--- config.mk ---
export PLATFORM = sky130hd
export DESIGN_NAME = axi4lite_wb_bridge
export DESIGN_NICKNAME = d
export VERILOG_FILES = /design/src/rtl/axi4lite_wb_bridge.sv
export SDC_FILE = /design/constraint.sdc
export NUM_CORES = 1
export LEC_CHECK = 0
export BUFFER_PORTS_ARGS = -buffer_cell sky130_fd_sc_hd__clkbuf_2
export CORE_MARGIN = 2
export CORE_UTILIZATION = 53
export CTS_CLUSTER_SIZE = 28
export DETAILED_ROUTE_END_ITERATION = 8
export GPL_TIMING_DRIVEN = 0
export PLACE_DENSITY_LB_ADDON = 0.08
export SETUP_SLACK_MARGIN = 0.05
export SLEW_MARGIN = 30
export SYNTH_ARGS = -nofsm -noshare
export SYNTH_HDL_FRONTEND = slang
export SYNTH_SLANG_ARGS = --single-unit
--- constraint.sdc ---
create_clock -name clk_i -period 8.3 [get_ports clk_i]
set_input_delay 1.66 -clock clk_i [delete_from_list [all_inputs] [get_ports clk_i]]
set_output_delay 1.66 -clock clk_i [all_outputs]
set_load 0.01 [all_outputs]
--- src/rtl/axi4lite_wb_bridge.sv ---
// AXI4-lite responder that turns each AXI4-lite transaction into a single
// Wishbone pipelined-mode initiator cycle, one transaction outstanding.
module axi4lite_wb_bridge #(
    parameter int ADDR_WIDTH = 3,
    parameter int TIMEOUT    = 255
) (
    input  logic                  clk_i,
    input  logic                  rst_i,
    input  logic                  awvalid_i,
    output logic                  awready_o,
    input  logic [ADDR_WIDTH-1:0] awaddr_i,
    input  logic [2:0]            awprot_i,
    input  logic                  wvalid_i,
    output logic                  wready_o,
    input  logic [31:0]           wdata_i,
    input  logic [3:0]            wstrb_i,
    output logic                  bvalid_o,
    input  logic                  bready_i,
    output logic [1:0]            bresp_o,
    input  logic                  arvalid_i,
    output logic                  arready_o,
    input  logic [ADDR_WIDTH-1:0] araddr_i,
    input  logic [2:0]            arprot_i,
    output logic                  rvalid_o,
    input  logic                  rready_i,
    output logic [31:0]           rdata_o,
    output logic [1:0]            rresp_o,
    output logic                  wb_cyc_o,
    output logic                  wb_stb_o,
    output logic [ADDR_WIDTH-3:0] wb_adr_o,
    output logic [3:0]            wb_sel_o,
    output logic                  wb_we_o,
    output logic [31:0]           wb_dat_o,
    input  logic                  wb_ack_i,
    input  logic                  wb_err_i,
    input  logic                  wb_rty_i,
    input  logic                  wb_stall_i,
    input  logic [31:0]           wb_dat_i
);

    localparam int CW = (TIMEOUT > 1) ? $clog2(TIMEOUT + 1) : 1;

    typedef enum logic [1:0] {IDLE, REQ, WAIT, RESP} state_t;

    state_t                state;
    logic                  aw_full, w_full, ar_full;
    logic [ADDR_WIDTH-1:0] aw_addr, ar_addr;
    logic [31:0]           w_data;
    logic [3:0]            w_strb;
    logic                  cur_write;
    logic                  prefer_write;
    logic [CW-1:0]         cnt;

    logic                  aw_hs, w_hs, ar_hs;
    logic                  wr_elig, rd_elig, pick_write;
    logic [ADDR_WIDTH-1:0] aw_addr_n, ar_addr_n;
    logic [31:0]           w_data_n;
    logic [3:0]            w_strb_n;
    logic                  in_cyc, term, done_ok, timeout_hit, abort, finish, resp_err;
    logic                  unused;

    assign awready_o = ~aw_full;
    assign wready_o  = ~w_full;
    assign arready_o = ~ar_full;

    assign aw_hs = awvalid_i & ~aw_full;
    assign w_hs  = wvalid_i & ~w_full;
    assign ar_hs = arvalid_i & ~ar_full;

    // Eligibility looks through an incoming handshake so a request can start
    // on the same edge that completes its capture.
    assign wr_elig    = (aw_full | aw_hs) & (w_full | w_hs);
    assign rd_elig    = ar_full | ar_hs;
    assign pick_write = wr_elig & (~rd_elig | prefer_write);

    assign aw_addr_n = aw_full ? aw_addr : awaddr_i;
    assign ar_addr_n = ar_full ? ar_addr : araddr_i;
    assign w_data_n  = w_full ? w_data : wdata_i;
    assign w_strb_n  = w_full ? w_strb : wstrb_i;

    assign in_cyc      = (state == REQ) || (state == WAIT);
    assign term        = wb_ack_i | wb_err_i | wb_rty_i;
    // Terminations only count once the strobe has been accepted.
    assign done_ok     = term && ((state == WAIT) || ((state == REQ) && !wb_stall_i));
    assign timeout_hit = (TIMEOUT != 0) && ({{(32-CW){1'b0}}, cnt} == 32'(TIMEOUT - 1));
    assign abort       = in_cyc && !done_ok && timeout_hit;
    assign finish      = done_ok | abort;
    assign resp_err    = abort | wb_err_i | wb_rty_i;

    assign unused = ^{awprot_i, arprot_i, aw_addr_n[1:0], ar_addr_n[1:0]};

    // Capture buffer occupancy: set on handshake, cleared when the served request terminates.
    always_ff @(posedge clk_i) begin
        if (rst_i) begin
            aw_full <= 1'b0;
            w_full  <= 1'b0;
            ar_full <= 1'b0;
        end else begin
            if (aw_hs) aw_full <= 1'b1;
            if (w_hs)  w_full  <= 1'b1;
            if (ar_hs) ar_full <= 1'b1;
            if (finish) begin
                if (cur_write) begin
                    aw_full <= 1'b0;
                    w_full  <= 1'b0;
                end else begin
                    ar_full <= 1'b0;
                end
            end
        end
    end

    // Capture buffer contents, written only while the matching buffer is empty.
    always_ff @(posedge clk_i) begin
        if (aw_hs) aw_addr <= awaddr_i;
        if (ar_hs) ar_addr <= araddr_i;
        if (w_hs) begin
            w_data <= w_data_n;
            w_strb <= w_strb_n;
        end
    end

    // Transaction FSM with registered Wishbone and AXI response outputs.
    always_ff @(posedge clk_i) begin
        if (rst_i) begin
            state        <= IDLE;
            wb_cyc_o     <= 1'b0;
            wb_stb_o     <= 1'b0;
            bvalid_o     <= 1'b0;
            rvalid_o     <= 1'b0;
            bresp_o      <= 2'b00;
            rresp_o      <= 2'b00;
            rdata_o      <= 32'h0;
            prefer_write <= 1'b1;
            cur_write    <= 1'b0;
            cnt          <= '0;
        end else begin
            case (state)
                IDLE: begin
                    if (wr_elig || rd_elig) begin
                        state     <= REQ;
                        wb_cyc_o  <= 1'b1;
                        wb_stb_o  <= 1'b1;
                        cnt       <= '0;
                        cur_write <= pick_write;
                        wb_we_o   <= pick_write;
                        wb_adr_o  <= pick_write ? aw_addr_n[ADDR_WIDTH-1:2] : ar_addr_n[ADDR_WIDTH-1:2];
                        wb_sel_o  <= pick_write ? w_strb_n : 4'hF;
                        wb_dat_o  <= w_data_n;
                        // Fairness pointer only moves when both types competed.
                        if (wr_elig && rd_elig) prefer_write <= ~pick_write;
                    end
                end
                REQ, WAIT: begin
                    cnt <= cnt + 1'b1;
                    if (finish) begin
                        state    <= RESP;
                        wb_cyc_o <= 1'b0;
                        wb_stb_o <= 1'b0;
                        if (cur_write) begin
                            bvalid_o <= 1'b1;
                            bresp_o  <= resp_err ? 2'b10 : 2'b00;
                        end else begin
                            rvalid_o <= 1'b1;
                            rresp_o  <= resp_err ? 2'b10 : 2'b00;
                            rdata_o  <= resp_err ? 32'h0 : wb_dat_i;
                        end
                    end else if (state == REQ && !wb_stall_i) begin
                        state    <= WAIT;
                        wb_stb_o <= 1'b0;
                    end
                end
                RESP: begin
                    if ((bvalid_o && bready_i) || (rvalid_o && rready_i)) begin
                        state    <= IDLE;
                        bvalid_o <= 1'b0;
                        rvalid_o <= 1'b0;
                    end
                end
                default: state <= IDLE;
            endcase
        end
    end

endmodule

==> summary.md <==
| Metric | Value |
|---|---|
| Status | finished clean |
| Ant diodes | 0 |
| Slew margin rel. | 52.72% |
| Drt via density | 5.326 |
| Slowest stage delay, CP | around 0.56 ns |
| Vias in the first global route | 3400 |
| Worst Path Max Fanout | 10 |
| EDFF count, synth | between 70 and 80 |
| Final net count | about 600 |
| Drt drc | 0 |
| Detailed placement HPWL | 6997 um |
| Setup TNS | 0 ns |
| Main flop type after synthesis | edfxtp_1 |
| Register area | 0.003343 mm2 |
| Drt first pass iters | 4 |
| Fin. max-slew vios | 0 |
| WP data arrival | 2.20 ns |
| Worst hold margin | 0.4820 ns |
| Post_cts resized | 0 |
| Total I/O pin count | 172 |
| Period utilization | 46.52% |
| Crit path required time | 6.64 ns |
| First-pass GRT wire length | 16000 um |
| Leakage | 0.002703 uW |
| Max cap viols | 0 |
| Skew final | 0.008927 ns |
| Synth area leader | edfxtp_1 |
| Hold Path Class | flip-flop to flip-flop |
| RSZ-0062 raised after global routing | no |
| Synth top area share | 46.87% |
| Hold Buf Count CTS | 0 |
| Post-DRT Antenna Nets | 0 |
| Leading post-synthesis cells by cell area | edfxtp_1, dfxtp_1, mux2_2 |
| Cells after synthesis | 336 |
| Slew @ Worst Pin | 0.7075 ns |
| Setup violators final | 0 |
| Area of the multi-input gates | 0.001431 mm2 |
| Total track usage | about a fifth |
| Post-synthesis register bit count | 129 |
| Fillers | 615 |
| Worst skew pair latency | 0.51 ns |
| Worst R2R Setup Slack | ~5.9 ns |
| Wire per inst | 15.93 um |
| Startpoint types | flip-flop |
| Power Dens Cells | slightly below 300 mW/mm2 |
| Reg2reg path depth | 8 |
| Hold Fails Final Rpt | 0 |
| Chip Width | roughly 100 um |
| TritonCTS buffer count | 17 |
| Setup crit start | w_full$_SDFF_PP0_ |
| Max IR drop VDD | 0.0001578 V |
| Post-CTS Setup Bufs | 0 |
| Initial Util | approximately 55% |
| FF-to-FF Start | state[1]$_SDFFE_PP0P_ |
| F_max | 259.0 MHz |
| H-tree depth | 4 |
| GP Congestion | ~0.8 |
| Root Buffer | clkbuf_8 |
| Initial antenna violation count | 0 |
| Die Height | 99.86 um |
| Syn-to-layout area delta | 32.73% |
| Final min period | 3.861 ns |
| Reg2Reg Capture Point | rdata_o[8]$_SDFFE_PP0P_ |
| Total wire length | between 10000 and 15000 um |
| Largest net degree at the start of global routing | 24 |
| Number of I/O port buffers | ~160 |
| Die ar. | around 0.01 mm2 |
| Grt ovf | 0 |
| Ys Warns | 0 |
| Row cnt | 34 |
| Fraction of layout cells with a size suffix above 1 | 46.60% |
| Sequential area share after synthesis | between 60% and 70% |
| Via Count | around 3400 |
| Synthesized area | 0.004870 mm2 |
| Synth cell types | 47 |
| Clock Path Buffers | 2 |
| TritonCTS clock tree | yes |
| Total clock sinks | 129 |
| Hold Path Origin | rdata_o[21]$_SDFFE_PP0P_ |
| Most common cell in the synthesized netlist | edfxtp_1 |
| Critical path class | flip-flop to primary output |
| Cells along the critical path | buf_1 -> clkbuf_1 -> inv_1 -> clkbuf_2 |
| Slowest CP cell | clkbuf_1 |
| Synth async-reset ratio | 0% |
| Top post-synthesis cells by count | edfxtp_1, dfxtp_1, mux2_2 |
| Worst-path clk slew | 0.06 ns |
| Core Box Area | 0.008806 mm2 |
| Worst Setup EP | wready_o |
| Worst setup EP type | primary output |
| Avg Cell Area, Syn | 14.49 um2 |
| Iteration-0 DRC Markers | 100 |
[power by group]
part | total (uW) | switching [uW] | internal, uW
clock | 725 | 289 | 436
sequential | 818 | 36.9 | 782
combinational | 351 | 212 | 139
[worst min-delay path by stage]
stage | end | slack [ns] | cells past startpoint
6_report | rdata_o[21]$_SDFFE_PP0P_ | 0.48 | 1
5_1_grt | rdata_o[29]$_SDFFE_PP0P_ | 0.50 | 1
4_1_cts | rdata_o[30]$_SDFFE_PP0P_ | 0.48 | 1
3_5_place_dp | rdata_o[30]$_SDFFE_PP0P_ | 0.46 | 1
3_3_place_gp | rdata_o[28]$_SDFFE_PP0P_ | 0.46 | 1
2_1_floorplan | prefer_write$_SDFFE_PP1P_ | 0.46 | 2
[flip-flops by register name, summed over array words and instances, names as in the netlist, 2 cells and up]
| name | cells |
|---|---|
| w_data | 32 |
| state | 2 |
| w_strb | 4 |
| cnt | 8 |
| wb_dat_o | 32 |
| wb_sel_o | 4 |
| rdata_o | 32 |
[cell type report]
cell class | instances | share of cell area [%]
Buffer | 15 | 1.181
Clock buffer | 17 | 6.407
Clock inverter | 15 | 2.710
Inverter | 10 | 0.5807
Multi-Input combinational cell | 183 | 22.14
Sequential cell | 129 | 51.72
Tap cell | 108 | 2.091
Timing Repair Buffer | 161 | 13.16
[stage by stage]
step / utilization [%] / power [uW] / cell area [um2] / setup slack (ns) / cells
5_1_grt: 73.40 / 1982 / 6464 / 4.294 / 638
3_5_place_dp: 66.71 / 1179 / 5874 / 4.879 / 606
6_report: 73.40 / 1895 / 6464 / 4.439 / 638
2_1_floorplan: - / 1041 / 4873 / 4.305 / 337
4_1_cts: 73.40 / 1909 / 6464 / 4.405 / 638
3_3_place_gp: 65.91 / 1158 / 5804 / 3.222 / 604
[metal layers]
layer / share of wire (%) / vias to the layer above / wire length, um / track usage (%)
met5: 0 / - / 0 / 0
met4: 0.78 / 0 / 79 / 7.587
met3: 6.8 / 9 / 696 / 6.476
met2: 50 / 132 / 5067 / 34.72
met1: 43 / 1618 / 4323 / 25.38
li1: - / 1639 / - / -
[logic make-up (layout without fill, tap and decap cells)]
logic type / count (synthesis) / in the layout / share of synthesized area, %
AO/OA/AOI/OAI: 63 / 63 / 10.41
XOR/XNOR: 7 / 7 / 1.259
adder cells (fa/ha/maj): 6 / 6 / 1.542
buffers and inverters: 25 / 218 / 2.338
flip-flops: 129 / 129 / 68.65
multiplexers: 37 / 37 / 8.530
other: 1 / 2 / 0.07701
AND/OR/NAND/NOR: 68 / 68 / 7.195
[critical path: cells and delay by family, from the launching register on]
family,cells,cell delay (ns)
buffers and inverters,4,1.30
flip-flops,1,0.40
[cell usage in the layout, fill, tap and decap left out, drive strengths merged, types with 4 or more instances in the layout]
| cell type | netlist | layout |
|---|---|---|
| nor3 | 9 | 9 |
| a22o | 33 | 33 |
| o21ai | 5 | 5 |
| buf | 9 | 11 |
| mux2 | 36 | 36 |
| inv | 10 | 16 |
| clkinv | 0 | 5 |
| nand2 | 10 | 10 |
| edfxtp | 76 | 76 |
| clkbuf | 6 | 182 |
| a21oi | 7 | 7 |
| nand3 | 5 | 5 |
| xor2 | 4 | 4 |
| or3 | 4 | 4 |
| dfxtp | 53 | 53 |
| ha | 6 | 6 |
| nor2 | 24 | 24 |
No activity file was read; power rests on OpenSTA's default activity.
